===== config.mk =====
export PLATFORM = sky130hd
export DESIGN_NAME = uart_rx_controller
export DESIGN_NICKNAME = d
export VERILOG_FILES = /design/src/rtl/uart_rx_controller.sv
export SDC_FILE = /design/constraint.sdc
export NUM_CORES = 1
export LEC_CHECK = 0
export CAP_MARGIN = 25
export CORE_MARGIN = 2
export CORE_UTILIZATION = 55
export DETAILED_ROUTE_END_ITERATION = 16
export GPL_ROUTABILITY_DRIVEN = 0
export HOLD_SLACK_MARGIN = 0.12
export PLACE_DENSITY_LB_ADDON = 0.3
export SLEW_MARGIN = 15
export SYNTH_ARGS = -nofsm -noshare
export SYNTH_HDL_FRONTEND = slang
export SYNTH_SLANG_ARGS = --single-unit

===== constraint.sdc =====
create_clock -name clk -period 5 [get_ports clk]
set_input_delay 1 -clock clk [delete_from_list [all_inputs] [get_ports clk]]
set_output_delay 1 -clock clk [all_outputs]
set_load 0.005 [all_outputs]

===== src/rtl/uart_rx_controller.sv =====
// 8N1 UART receiver: synchronises the serial line, verifies the start bit at
// mid-bit, samples each data bit at its centre and reports framing errors.
module uart_rx_controller #(
    parameter int CLKS_PER_BIT = 16
) (
    input  logic       clk,
    input  logic       reset_n,
    input  logic       i_Rx_Serial,
    output logic [7:0] o_Rx_Byte,
    output logic       o_Rx_Valid,
    output logic       o_Rx_Active,
    output logic       o_Rx_Frame_Err,
    output logic [2:0] dbg_state
);

    localparam int HALF = CLKS_PER_BIT / 2;
    localparam int CW   = $clog2(CLKS_PER_BIT + 1);

    localparam logic [CW-1:0] HALF_CNT = CW'(HALF);
    localparam logic [CW-1:0] LAST_CNT = CW'(CLKS_PER_BIT - 1);
    localparam logic [CW-1:0] CNT_ONE  = CW'(1);
    localparam logic [CW-1:0] CNT_ZERO = '0;

    typedef enum logic [2:0] {
        IDLE      = 3'd0,
        START     = 3'd1,
        DATA      = 3'd2,
        STOP      = 3'd3,
        WAIT_HIGH = 3'd4
    } state_t;

    state_t        state;
    state_t        state_next;
    logic          sync_meta;
    logic          rx_sync;
    logic [CW-1:0] clk_cnt;
    logic [CW-1:0] clk_cnt_next;
    logic [2:0]    bit_idx;
    logic [2:0]    bit_idx_next;
    logic [7:0]    shift;
    logic [7:0]    shift_next;
    logic [7:0]    byte_next;
    logic          valid_next;
    logic          active_next;
    logic          err_next;

    assign dbg_state = state;

    // Synchroniser resets to the idle (high) level so reset release never looks like a start bit.
    always_ff @(posedge clk or negedge reset_n) begin
        if (!reset_n) begin
            sync_meta <= 1'b1;
            rx_sync   <= 1'b1;
        end else begin
            sync_meta <= i_Rx_Serial;
            rx_sync   <= sync_meta;
        end
    end

    always_ff @(posedge clk or negedge reset_n) begin
        if (!reset_n) begin
            state          <= IDLE;
            clk_cnt        <= CNT_ZERO;
            bit_idx        <= 3'd0;
            shift          <= 8'h00;
            o_Rx_Byte      <= 8'h00;
            o_Rx_Valid     <= 1'b0;
            o_Rx_Active    <= 1'b0;
            o_Rx_Frame_Err <= 1'b0;
        end else begin
            state          <= state_next;
            clk_cnt        <= clk_cnt_next;
            bit_idx        <= bit_idx_next;
            shift          <= shift_next;
            o_Rx_Byte      <= byte_next;
            o_Rx_Valid     <= valid_next;
            o_Rx_Active    <= active_next;
            o_Rx_Frame_Err <= err_next;
        end
    end

    always_comb begin
        state_next   = state;
        clk_cnt_next = clk_cnt;
        bit_idx_next = bit_idx;
        shift_next   = shift;
        byte_next    = o_Rx_Byte;
        valid_next   = 1'b0;
        err_next     = 1'b0;
        active_next  = o_Rx_Active;

        case (state)
            IDLE: begin
                active_next = 1'b0;
                if (!rx_sync) begin
                    state_next   = START;
                    clk_cnt_next = CNT_ONE;
                    active_next  = 1'b1;
                end
            end

            START: begin
                if (clk_cnt == HALF_CNT) begin
                    if (!rx_sync) begin
                        state_next   = DATA;
                        clk_cnt_next = CNT_ZERO;
                        bit_idx_next = 3'd0;
                    end else begin
                        // Line went back high before mid-bit: treat as a glitch.
                        state_next  = IDLE;
                        active_next = 1'b0;
                    end
                end else begin
                    clk_cnt_next = clk_cnt + CNT_ONE;
                end
            end

            DATA: begin
                if (clk_cnt == LAST_CNT) begin
                    shift_next[bit_idx] = rx_sync;
                    clk_cnt_next        = CNT_ZERO;
                    if (bit_idx == 3'd7) begin
                        state_next = STOP;
                    end else begin
                        bit_idx_next = bit_idx + 3'd1;
                    end
                end else begin
                    clk_cnt_next = clk_cnt + CNT_ONE;
                end
            end

            STOP: begin
                if (clk_cnt == LAST_CNT) begin
                    if (rx_sync) begin
                        byte_next   = shift;
                        valid_next  = 1'b1;
                        state_next  = IDLE;
                        active_next = 1'b0;
                    end else begin
                        err_next   = 1'b1;
                        state_next = WAIT_HIGH;
                    end
                end else begin
                    clk_cnt_next = clk_cnt + CNT_ONE;
                end
            end

            WAIT_HIGH: begin
                // A held-low (break) line parks here instead of re-triggering a start.
                active_next = 1'b1;
                if (rx_sync) begin
                    state_next  = IDLE;
                    active_next = 1'b0;
                end
            end

            default: begin
                state_next  = IDLE;
                active_next = 1'b0;
            end
        endcase
    end

endmodule


==> metrics.txt <==
status complete, no violations; die height 58.5 um; io pins 17; vias per cell 5.98; final cell count without fillers 190; sequential share of power 46.4%; Async SR Flop Fraction 100%; CTS tree done; P_leak 0.870 nW; synthesized net count 152; setup TNS 0 ps; Comb pwr share 25.8%; largest net degree at the start of global routing 33; area of the multi-input gates 762 sq um; Layout Nets 168; Total GRT Usage 21.0%; Post-synth top cells dfrtp_1 (30), mux2_2 (17), nand2_1 (11); CP Max Fanout 23; CTS clk-pin slew, worst paths 90 ps; Simple-Gate Fraction of Synth Area 17.5%; worst clock skew 10.4 ps; CTS Buf Count 5; register bit total from synthesis 32; Synth area leaders dfrtp_1 (46%), mux2_2 (12%), ha_1 (5.4%); die width 58.5 um; Routed Antenna Nets 0; CP Class register to primary output; Area Growth Syn to Fin 16.0%; n_diodes 0; Crit. End Element primary output; via count 1137; Clk Latency, worst-skew pair 340 ps; Clock Power Share 27.8%; final wirelength 2930 um; Net Sw Frac 31.6%; adder-cell share of the synthesized area 5.37%; setup ws final 2240 ps; CTS H-tree depth 2; CP max stage cell dfrtp_1; vias in the first global route 1060; final total power 0.000785 W; CP required 4000 ps; Post-CTS Resized 0; Most used DFF post-synth dfrtp_1; clock tree sinks 32; Yosys warning count 0; clk root buf clkbuf_4; Worst Path Arrival 1760 ps; placed insts 182; Worst slew margin 54.8%; reg2reg setup slack 2630 ps; Largest stage delay, worst path 790 ps; Design Area, Final 0.00189 sq mm; internal power 0.000537 W; hold_buf cts 0; Post-Synthesis Cell Area 0.00163 sq mm; row count 19; Final Hold Viols 0; worst min path class register to register; sequential-to-total area share from yosys stat 49.2%; routed len/inst 15.4 um; Setup Buffers After CTS 0; full die area 0.00342 sq mm; Post-Synthesis Cells 142; TritonRoute pass-1 iters 4; CP delay by family, top flip-flops; P_sw 0.000248 W; post-synthesis compound-gate area fraction 11.4%; RSZ-0062 raised after global routing no; combinational family with the most area after synthesis simple AND/OR/NAND/NOR gates; post-synthesis mux area share 12.4%; WP buf/inv 1; number of synthesized flops with an enable pin 0; placed inst area 0.00180 sq mm; Critical Path Start Type register; XOR/XNOR share of the synthesized area 0%; Syn Area/Cell 11.5 sq um; power per standard cell area 415 mW/mm^2; register area 803 sq um; share of layout cells above drive strength 1 25.2%; post-synthesis cell type count 44; antenna violations before repair 0; Slew @ Worst Pin 678 ps; crit-path cells clkdlybuf4s50_1; clk buf depth 2; worst vdd ir 0.372 mV; filler cell count 222; post-synth top area share 46.0%; pre-CTS setup slack 2620 ps; DRC errors left 0; MaxCap Viol Count 0; fmax 0.362 GHz; min Tclk post-route 2760 ps; Starting Density 58.7%; fin crit share 55.2%; # setup viols final 0; first-pass GRT wire length 5150 um; core area 0.00278 sq mm; grt ovf 0; DR iter-0 viols 24; DPL Wire Length 2040 um; count leader, synth dfrtp_1; IO buf count 16; Slew Limit Fails 0; Synth area leader dfrtp_1
registers in the layout (all words and copies together) (netlist names):
signal and cells:
bit_idx 3, sync_meta 1, rx_sync 1, clk_cnt 5, o_Rx_Active 1, dbg_state 3, o_Rx_Frame_Err 1, o_Rx_Valid 1
o_Rx_Byte 8, shift 8
power by group through the flow:
stage / clock network, W / logic [W] / registers (W)
after global placement: 0 / 0.000191 / 0.000364
after detailed placement: 0 / 0.000204 / 0.000369
after floorplan: 0 / 0.000181 / 0.000328
final: 0.000218 / 0.000202 / 0.000364
after global routing: 0.000233 / 0.000228 / 0.000374
after CTS: 0.000224 / 0.000205 / 0.000363
stage by stage:
stage | util, % | hold WS (ps)
finish | 68.1 | 362
global route | 68.1 | 370
CTS | 68.1 | 365
detailed placement | 64.6 | 349
global placement | 64.6 | 346
floorplan | - | 345
cell type report:
| cell class | instances | area share (%) |
|---|---|---|
| flip-flops and latches | 32 | 42.4 |
| multi-input cells | 95 | 40.3 |
| repair buffers | 17 | 8.86 |
| clock buffers | 7 | 3.44 |
| well taps | 31 | 2.05 |
| clock inverters | 1 | 1.59 |
| inverters | 7 | 1.39 |
worst paths after layout:
| check | cells after the start | from | to |
|---|---|---|---|
| max | 1 | dbg_state[1] | dbg_state[1] |
| min | 0 | sync_meta | rx_sync |
| max reg2reg | 7 | clk_cnt[0] | shift[2] |
| min reg2reg | 0 | sync_meta | rx_sync |
| max in group asynchronous | 2 | reset_n | rx_sync |
| min in group asynchronous | 2 | reset_n | o_Rx_Byte[2] |
per-layer routing:
| layer | track usage, % | part of all wire [%] | routed length [um] | vias to the layer above |
|---|---|---|---|---|
| met4 | 13.0 | 2.3 | 68 | 0 |
| met3 | 4.62 | 5.6 | 165 | 7 |
| li1 | - | - | - | 541 |
| met1 | 28.3 | 45 | 1320 | 554 |
| met2 | 31.0 | 47 | 1380 | 35 |
| met5 | 0 | 0 | 0 | - |
logic make-up after synthesis:
logic type | Yosys count
and+or+nand+nor | 45
buffers and inverters | 15
adders and majority gates | 7
muxes | 18
AOI/OAI and AO/OA | 25
DFF | 32
cell usage in the layout, fill, tap and decap left out, types with 3 or more instances in the layout:
master,Yosys,routed
clkdlybuf4s50_1,0,16
clkbuf_4,0,5
ha_1,7,7
mux2_2,17,17
nor2_1,9,9
a21oi_1,3,3
nand2_1,11,11
dfrtp_1,30,30
inv_1,7,7
nand3_1,3,3
o21ai_0,5,5
worst reg2reg max path, delay by kind of cell, from the launching register on:
kind | cells | cell delay, ps
and+or+nand+nor | 4 | 1090
adders and majority gates | 2 | 440
DFF | 1 | 410
muxes | 1 | 330
Note: power is estimated with default switching activity, not from simulation.
